==> config.mk <==
export PLATFORM = sky130hd
export DESIGN_NAME = serpent_inv_sbox_seq
export DESIGN_NICKNAME = d
export VERILOG_FILES = /design/src/rtl/serpent_inv_sbox_seq.sv
export SDC_FILE = /design/constraint.sdc
export NUM_CORES = 1
export LEC_CHECK = 0
export ABC_AREA = 1
export ABC_CLOCK_PERIOD_IN_PS = 2900
export CORE_AREA = 5 5 182 184
export CTS_CLUSTER_DIAMETER = 80
export CTS_CLUSTER_SIZE = 14
export DETAILED_ROUTE_END_ITERATION = 10
export DIE_AREA = 0 0 187 189
export GPL_TIMING_DRIVEN = 0
export PLACE_DENSITY = 0.7
export SYNTH_ARGS = -nofsm -noshare
export SYNTH_HDL_FRONTEND = slang
export SYNTH_SLANG_ARGS = --single-unit
export TNS_END_PERCENT = 20
==> constraint.sdc <==
create_clock -name i_clk -period 2.9 [get_ports i_clk]
set_input_delay 0.29 -clock i_clk [delete_from_list [all_inputs] [get_ports i_clk]]
set_output_delay 0.29 -clock i_clk [all_outputs]
set_load 0.1 [all_outputs]
==> src/rtl/serpent_inv_sbox_seq.sv <==
// Multi-cycle inverse Serpent S-box engine.
// A bitsliced 128-bit block is taken over a valid/ready handshake.
// SLICES_PER_CYCLE nibble slices are substituted in place on each RUN edge.
// The result is held in DONE until the downstream stage accepts it.
module serpent_inv_sbox_seq #(
    parameter int SLICES_PER_CYCLE = 8
) (
    input  logic         i_clk,
    input  logic         i_rst_n,
    input  logic         i_valid,
    output logic         o_ready,
    input  logic [31:0]  i_word0,
    input  logic [31:0]  i_word1,
    input  logic [31:0]  i_word2,
    input  logic [31:0]  i_word3,
    input  logic [2:0]   i_Sbox_index,
    output logic         o_valid,
    input  logic         i_ready,
    output logic [127:0] o_data,
    output logic         o_busy
);

    localparam int NPASS = 32 / SLICES_PER_CYCLE;
    localparam int KW    = (NPASS > 1) ? $clog2(NPASS) : 1;
    localparam logic [KW-1:0] K_LAST = KW'(NPASS - 1);

    localparam logic [1:0] ST_IDLE = 2'd0;
    localparam logic [1:0] ST_RUN  = 2'd1;
    localparam logic [1:0] ST_DONE = 2'd2;

    logic [1:0]       state;
    logic [KW-1:0]    k;
    logic [2:0]       sbox_sel;
    logic [3:0][31:0] work;      // work[j] holds bitsliced word j
    logic [4:0]       base;

    logic [SLICES_PER_CYCLE-1:0][4:0] sidx;
    logic [SLICES_PER_CYCLE-1:0][3:0] nib_out;

    // Each table row lists outputs for inputs 0..15, first entry in the top nibble.
    function automatic logic [3:0] inv_sbox(input logic [2:0] sel, input logic [3:0] x);
        logic [63:0] row;
        row = 64'h0;
        case (sel)
            3'd0: row = 64'hD3B0_A65C_1E47_F982;
            3'd1: row = 64'h582E_F6C3_B479_1DA0;
            3'd2: row = 64'hC9F4_BE12_036D_58A7;
            3'd3: row = 64'h09A7_BE6D_35C2_48F1;
            3'd4: row = 64'h5083_A97E_2CB6_4FD1;
            3'd5: row = 64'h8F29_41DE_B653_7CA0;
            3'd6: row = 64'hFA1D_5360_49E7_2C8B;
            3'd7: row = 64'h306D_9EF8_5CB7_A142;
        endcase
        return row[{~x, 2'b00} +: 4];
    endfunction

    assign base = 5'(32'(k) * SLICES_PER_CYCLE);

    // One substitution lane per slice handled in a pass.
    for (genvar l = 0; l < SLICES_PER_CYCLE; l++) begin : g_lane
        logic [3:0] nib_in;
        assign sidx[l]    = base + 5'(l);
        assign nib_in     = {work[3][sidx[l]], work[2][sidx[l]],
                             work[1][sidx[l]], work[0][sidx[l]]};
        assign nib_out[l] = inv_sbox(sbox_sel, nib_in);
    end

    // Control FSM and in-place working register update.
    always_ff @(posedge i_clk or negedge i_rst_n) begin
        if (!i_rst_n) begin
            state    <= ST_IDLE;
            k        <= '0;
            sbox_sel <= '0;
            work     <= '0;
        end else begin
            case (state)
                ST_IDLE: begin
                    if (i_valid) begin
                        work     <= {i_word3, i_word2, i_word1, i_word0};
                        sbox_sel <= i_Sbox_index;
                        k        <= '0;
                        state    <= ST_RUN;
                    end
                end
                ST_RUN: begin
                    for (int l = 0; l < SLICES_PER_CYCLE; l++) begin
                        for (int j = 0; j < 4; j++) begin
                            work[j][sidx[l]] <= nib_out[l][j];
                        end
                    end
                    k <= k + 1'b1;
                    if (k == K_LAST) state <= ST_DONE;
                end
                ST_DONE: begin
                    if (i_ready) state <= ST_IDLE;
                end
                default: state <= ST_IDLE;
            endcase
        end
    end

    assign o_ready = (state == ST_IDLE);
    assign o_valid = (state == ST_DONE);
    assign o_busy  = (state != ST_IDLE);
    assign o_data  = work;

endmodule

Yosys cells after proc, flatten, opt, wreduce, memory -nomap -nowiden
Memory sizes are Yosys's and may differ from the RTL's. Cells that the tools add are included.

Bits in registers: 135. Memory bits (read-only): 4096. Output and inout bits: 131. Logic and storage cells: 195. Memories kept: 8.

Memory list: (no name shown) (depth 8, width 64, read ports 1, clocked after memory_dff 0, wr ports 0, line 44) `case (sel)`; (no name shown) (depth 8, width 64, read ports 1, clocked after memory_dff 0, wr ports 0, line 44); (no name shown) (depth 8, width 64, read ports 1, clocked after memory_dff 0, wr ports 0, line 44); (no name shown) (depth 8, width 64, read ports 1, clocked after memory_dff 0, wr ports 0, line 44); (no name shown) (depth 8, width 64, read ports 1, clocked after memory_dff 0, wr ports 0, line 44); (no name shown) (depth 8, width 64, read ports 1, clocked after memory_dff 0, wr ports 0, line 44); 2 more memories.

$add $sub $neg: 8. $lt $le $gt $ge: 16. Equality and inequality tests: 6. Shifts and indexed selects: 8. Muxes and demuxes: 120. Bitwise gates (word level): 8. Reductions and logical operators: 14.

Operators with widths (number): bitwise mux 32 bit (32); indexed part select 64 x 7 -> 4 bit (8); case mux 128 bit (2 select lines) (1); binary-select mux 1 bit (select 5 bit) (28); 2-to-1 mux 128 bit (1); < comparator 5 x 6 -> 1 bit (second input constant) (8); >= comparator 5 x 1 -> 1 bit (second input constant) (8); 2-to-1 mux 1 bit (40); demux 1 bit (select 5 bit) (7); NOT 4 bit (8); adder 5 x 3 -> 5 bit (second input constant) (4); adder 5 x 2 -> 5 bit (second input constant) (2); binary-select mux 1 bit (select 2 bit) (4); logical AND 1 bit (8); 2-to-1 mux 2 bit (4); case mux 2 bit (3 select lines) (1); adder 5 x 1 -> 5 bit (second input constant) (1); == test 2 bit (second input constant) (2); != test 2 bit (second input constant) (2); case mux 2 bit (2 select lines) (1); AND reduction 2 bit (2); nonzero test 2 bit (2); AND reduction 3 bit (1); adder 2 x 1 -> 2 bit (second input constant) (1); other kinds (4) (4).

Longest topological paths before layout
Depth in word-level cells: 13. Gate-level depth with buffers: 15.

Worst setup path before layout
No wires, ideal clock.

Path kind: reg2out. Start: register state[0]. End: output o_busy. Arrival time: 2.724 ns. Data required time: 2.610 ns. Slack: -0.114 ns. Cell stages (with the launch flop): 5. Buffers on the path: 2. Cells stage by stage: dfrtp_1 -> nor2_1 -> clkbuf_1 -> clkbuf_1 -> inv_1.

Cells in the longest elaborated chain, start to end: 1.

RTL lines: start, declared (line 31) `logic [1:0] state;`; start signal, assigned (line 71) `state <= ST_IDLE;`; start signal, assigned (line 82) `state <= ST_RUN;`; start signal, assigned (line 92) `if (k == K_LAST) state <= ST_DONE;`; nonzero test 2 bit (line 104) `assign o_busy = (state != ST_IDLE);`; end, declared (line 20) `output logic o_busy`.

Every way passes these cells.

Final worst setup path
Start: register sbox_sel[0]. End: register work (netlist bit o_data[3]).

Cells in the longest elaborated chain, start to end: 11. Elaborated cells between the ends (all ways): 25.

RTL lines: start, declared (line 33) `logic [2:0] sbox_sel;`; start signal, assigned (line 80) `sbox_sel <= i_Sbox_index;`; memory (8 x 64 bit); indexed part select 64 x 7 -> 4 bit (line 54) `return row[{~x, 2'b00} +: 4];`; bitwise mux 32 bit (7 in a row) (line 88) `work[j][sidx[l]] <= nib_out[l][j];`; bitwise mux 32 bit (*) (line 88); case mux 128 bit (2 select lines) (*) (line 76) `case (state)`; end signal, assigned (line 79) `work <= {i_word3, i_word2, i_word1, i_word0};`; end signal, assigned by index (line 88); end, declared (line 34) `logic [3:0][31:0] work;`.

Every way passes the cells marked *; elsewhere a longest branch is shown, timed or not. A chain may end at the register's enable or synchronous reset.

==> reports/results.ini <==
[floorplan]
dieArea_sq_mm = 0.03534
die_h_um = 189
start_util = 0.4424
die_w_um = 187
pin_count = 266
num_rows = 65
fp.coreArea_sq_mm = 0.03123

[yosys]
synthXorXnorAreaFrac = 0
ys_top_cells_by_area = nand3_1 (36%), dfrtp_1 (24%), nand2_1 (20%), inv_1 (6.4%), o21ai_0 (2.4%)
yosys_register_bits = 135
syn_area_per_cell_sq_um = 5.653
synth_edf_count = 0
synth.cell_area_sq_mm = 0.01382
ys_seq_area_frac = 0.2445
synth_compound_area_frac = 0.04428
synth_top_cell_area_share = 0.3626
ys.flop_type = dfrtp_1
ys_warn_count = 0
synth.area.mux_share = 0
synth_top_family_by_area = simple AND/OR/NAND/NOR gates
synthArstFlopShare = 1.000
yosysTopAreaCell = nand3_1
synth_cell_type_count = 22
synth_fa_ha_area_frac = 0.01087
yosys.area_share.simple = 0.5765
netlist_instances = 2444
syn_nets = 2591

[detailed_routing]
drtAntennaViolNets = 0
route.detailed.drc = 0
totalWireLength_um = 83370
first_pass_iters = 7
avgViaCountPerCell = 6.386
vias = 20170
wire_per_inst_um = 26.39
drt-initial-drc-count = 3365

[global_route]
antenna_found_initial = 2
grt_max_degree = 97
overflow = 0
grt_pass1_vias = 18680
grt_usage = 0.4475
grt_pass1_wl_um = 118900

[clock_network]
cts_made_buffers = 17
numClockSinks = 135
cts.root.buffer_cell = clkbuf_16
cts_tree = done
cts_htree_levels = 4
clk_latency_ns = 0.45
cts_max_path_buffers = 2
cts.reportedPaths.clkPinSlew_ns = 0.07

[finish]
final_util = 0.5800
layout-area-overhead-vs-synth_pct = 31.10
fin_area_sq_mm = 0.01811
drive_gt1_frac = 0.08603
nets = 2889

[min_path]
hp-class = input pin to asynchronous set/reset pin

[worst_setup_path]
cp_slowest_cell = inv_1
critPathKind = flop to flop
slowest_delay_ns = 0.52
crit_top_cell = nand2_1
regToRegSetupSlack_ns = -0.13
cp-start-kind = flop
worstRegToRegCells = 12
worstPathArrival_ns = 3.37
worstPathMaxFanout = 6
path_cells = clkinvlp_4 > buf_4 > nand2_1 > nand2_1 > inv_1 > nand2_1 > nand2_1 > nand2_1 > nand3_1 > nand3_1 > nand3_1 > nand2_1
r2r-start = sbox_sel[0]
crit_path_end_kind = flop
cp_data_required_time_ns = 3.24
r2r-end = o_data[3]

[placed_design]
hpwl_um = 60390
place_congestion = 1.058
port_buffers = 265
place_area_sq_mm = 0.01701

[sta]
min_period_ns = 3.035
hold_viol_final = 0
slew_headroom = 0.2325
max_freq_mhz = 329.5
period_share = 1.046
setup_viol = 48
skew_ns = 0.01285
finalSetupTns_ns = -2.512
maxSlewViolCount = 0
fin_ws_ns = -0.1346
rsz0062_at_grt = yes
worstMarginPinSlew_ns = 1.151

[status]
outcome = finished with violations
failed_checks = negative setup slack

[job]
maxCapViolations = 0

[synthesized netlist by cell type, types with 2 or more instances]
| cell type | instances |
|---|---|
| a21oi_1 | 16 |
| nand2_2 | 12 |
| nor2_1 | 13 |
| buf_6 | 5 |
| o21ai_0 | 67 |
| inv_2 | 9 |
| nand3_1 | 1001 |
| dfrtp_1 | 135 |
| buf_4 | 8 |
| nor2_2 | 2 |
| ha_1 | 12 |
| buf_2 | 66 |
| nand2_1 | 751 |
| clkbuf_1 | 71 |
| a32oi_2 | 8 |
| inv_1 | 236 |
| o21ai_1 | 7 |
| buf_1 | 21 |
[cell usage in the layout, fill, tap and decap left out, types with 7 or more instances in the layout]
master,Yosys,layout
buf_4,8,22
nand2_2,12,21
clkbuf_1,71,62
nand2_1,751,736
clkbuf_16,0,17
inv_2,9,11
clkbuf_2,0,8
clkinvlp_4,0,9
inv_1,236,225
nor2_1,13,8
a21oi_1,16,11
dfrtp_1,135,132
o21ai_2,1,8
buf_6,5,7
ha_1,12,9
buf_2,66,70
o21ai_0,67,67
clkdlybuf4s50_1,0,262
nand3_2,0,10
buf_1,21,12
nand3_1,1001,991
[worst max path at each step]
| stage | slack (ns) | from | end |
|---|---|---|---|
| floorplan | 0.58 | state[0] | o_busy |
| global placement | -4.19 | i_rst_n | o_data[6] |
| detailed placement | -1.02 | sbox_sel[0] | o_data[7] |
| CTS | -0.09 | sbox_sel[1] | o_data[75] |
| global route | -0.06 | state[0] | o_busy |
| finish | -0.13 | sbox_sel[0] | o_data[3] |
[area by class of cell]
class	instances	area [sq um]
antenna	2	5.005
buffer	168	807.0
clock buffer	17	425.4
clock inverter	15	197.7
fill	3071	13120
inverter	245	953.4
multi-input combinational	1893	9020
sequential	135	3382
tap	402	503.0
timing repair buffer	282	2820
[registers in the layout, summed over array words and instances (netlist names)]
signal and cells:
o_data 128, sbox_sel 3, k 2, state 2
[metrics by stage]
step                      cells  setup WS, ns  hold slack [ns]
final                      3159       -0.1346           0.3276
after global routing       3157      -0.05727           0.3764
after CTS                  3145      -0.08910           0.3319
after detailed placement   3113        -1.023           0.2314
after global placement     3111        -4.187           0.5025
after floorplan            2444        0.5816        -0.005591
[per-layer routing]
metal | up-vias | track usage | part of all wire | wire (um)
met1 | 9232 | 0.5463 | 0.35 | 29320
met2 | 1740 | 0.6484 | 0.41 | 34120
met3 | 480 | 0.1606 | 0.15 | 12140
li1 | 8716 | - | - | -
met5 | - | 0.02747 | 0.0018 | 147
met4 | 4 | 0.3259 | 0.092 | 7639
[repair_timing]
action / CTS / global route
hold endpoints to repair: 39 / 0
hold buffers: 1 / 0
setup buffers: 2 / 12
endpoints found under the setup margin: 130 / 126
resized for setup: 62 / 40
[cell families after synthesis]
logic type               count (synthesis)
AND/OR/NAND/NOR                       1779
flip-flops                             135
AO/OA/AOI/OAI                          102
buffers and inverters                  416
adder cells (fa/ha/maj)                 12
[worst max-delay path, delay by kind of cell, from the launching register on]
kind / cells / cell delay [ns]
DFF: 1 / 0.45
buffers and inverters: 3 / 0.87
and+or+nand+nor: 9 / 1.59
Power is not shown: default switching activity piles up to over one toggle a cycle in this logic, so the estimate is an artifact.
==> RTL edit: new RTL, config.mk and constraints unchanged <==
Change the parameter `SLICES_PER_CYCLE` from 8 to 4.
--- a/src/rtl/serpent_inv_sbox_seq.sv
+++ b/src/rtl/serpent_inv_sbox_seq.sv
@@ -4,5 +4,5 @@
 // The result is held in DONE until the downstream stage accepts it.
 module serpent_inv_sbox_seq #(
-    parameter int SLICES_PER_CYCLE = 8
+    parameter int SLICES_PER_CYCLE = 4
 ) (
     input  logic         i_clk,
Check against the original RTL: not equivalent (a bounded check fails within 4 cycles, from zero or initial values and one cycle with i_rst_n low).
==> RTL edit against the unedited design <==
- the flow still finishes with violations (negative setup slack)
- setup slack improved by 94 ps
- synthesized cell count fell by 31%
- count of clock-buffer cells in the layout unchanged
- non-clock buffer count decreased by 101
- design area fell by 20%
- critical path depth fell by 3
- routed wire length decreased by 31%
- sequential cell count increased by 1
- via count down 33%
- global-route usage decreased by 14 points
- synthesized area shrank 23%
- critical path type unchanged
- highest routed layer unchanged
Power is not shown: default switching activity piles up to over one toggle a cycle in this logic, so the estimate is an artifact.
==> RTL edit: results <==
[finish]
drive_above_1_share_pct = 9.42
nets = 2117
fillCellCount = 3250
n_antenna_cell = 0
largest_register_ffs = 128

[worst_setup_path]
ff2ff_path_depth = 9
cp-endpoint = o_data[27]$_DFFE_PN0P_
cp_max_fo = 10
crit_arrival_ps = 3330
crit_start = k[0]$_DFFE_PN0P_
r2r_setup_slack_ps = -40

[route]
vias = 13500
wl_per_cell_um = 24.0
drt_iter0_drc = 1652
wl_mm = 57.3
drt_pass1_iterations = 6

[placement]
dp.cells = 2350
port_buffers = 265
placed_area_um2 = 13800
place.gp.congestion = 1.02
dp_hpwl_mm = 42.6

[min_path]
hp-class = in2async

[global_route]
grt_pass1_vias = 13100
grt_util_all_layers_pct = 31.1
grt_pass1_wl_mm = 83.8
grt_start_max_net_pins = 86
antenna_found_initial = 1

[yosys]
seq_area_frac_synth_pct = 32.0
synth_common_cells = nand2_1, nand3_1, inv_1
synth_nets = 1827
netlist_instances = 1682
synth-main-ff-cell = dfrtp_1
ys_warn_count = 0
async_flop_share_pct = 100
synth_cell_types = 28
yosys-top-cells-area = dfrtp_1, nand2_1, nand3_1

[cts]
path_clk_slew_ps = 90
cts_root_buffer = clkbuf_16
ctsLongestPathBuffers = 2
clk_latency_ps = 460
htreeDepth = 4
numCtsBuffers = 17

[timing]
setup_violations = 2
whs_ps = 366
hold_viol = 0
skew_ps = 19.3
final.setup.worst_slack_ps = -40.4
worst_pin_slew_ps = 1200
fmax_mhz = 340

[outcome]
status = finished with violations
violations = negative setup slack
## RTL edit: timing repair
| item | CTS | global route |
|---|---|---|
| setup buffers | 0 | 4 |
| hold buffers | 1 | 0 |
| pin swaps | 0 | 2 |
| gates resized for setup | 8 | 19 |
| gates cloned | 0 | 0 |
| hold endpoints to repair | 51 | 0 |
| setup endpoints to repair | 103 | 110 |
## RTL edit: cell type report
class                      instances  area (µm²)  area share, %
buffer                            78         427           2.94
clock buffer                      17         425           2.93
clock inverter                    15         194           1.33
inverter                         208         781           5.37
multi-input combinational       1260        6080           41.8
sequential                       136        3410           23.4
tap                              402         503           3.46
timing repair buffer             271        2720           18.7
## RTL edit: worst max-delay path: stages, from the launching register on
cell and delay (ps):
dfrtp_1 390, buf_4 220, buf_4 200, nor2_1 70, inv_2 160, nor2_2 140
nor2_1 610, clkbuf_1 750, a22oi_1 210, nand2_1 120
## RTL edit: metrics by stage
step,setup TNS (ps),worst slack [ps]
6_report,-47.2,-40.4
5_1_grt,-409,-70.1
4_1_cts,0,16.7
3_5_place_dp,-13900,-245
3_3_place_gp,-594890,-4260
2_1_floorplan,0,285
## RTL edit: cell families (layout without fill, tap and decap cells)
family	count (synthesis)	count (layout)	share of synthesized area, %
and+or+nand+nor	1051	1051	44.0
buffers and inverters	286	589	11.3
AOI/OAI and AO/OA	199	199	11.5
DFF	136	136	32.0
adders and majority gates	10	10	1.18
## RTL edit: metal layers
layer	GRT usage, %	wire length (µm)
met1	41.1	22700
met2	48.5	25200
met3	7.19	6430
met4	14.4	2900
met5	0	7
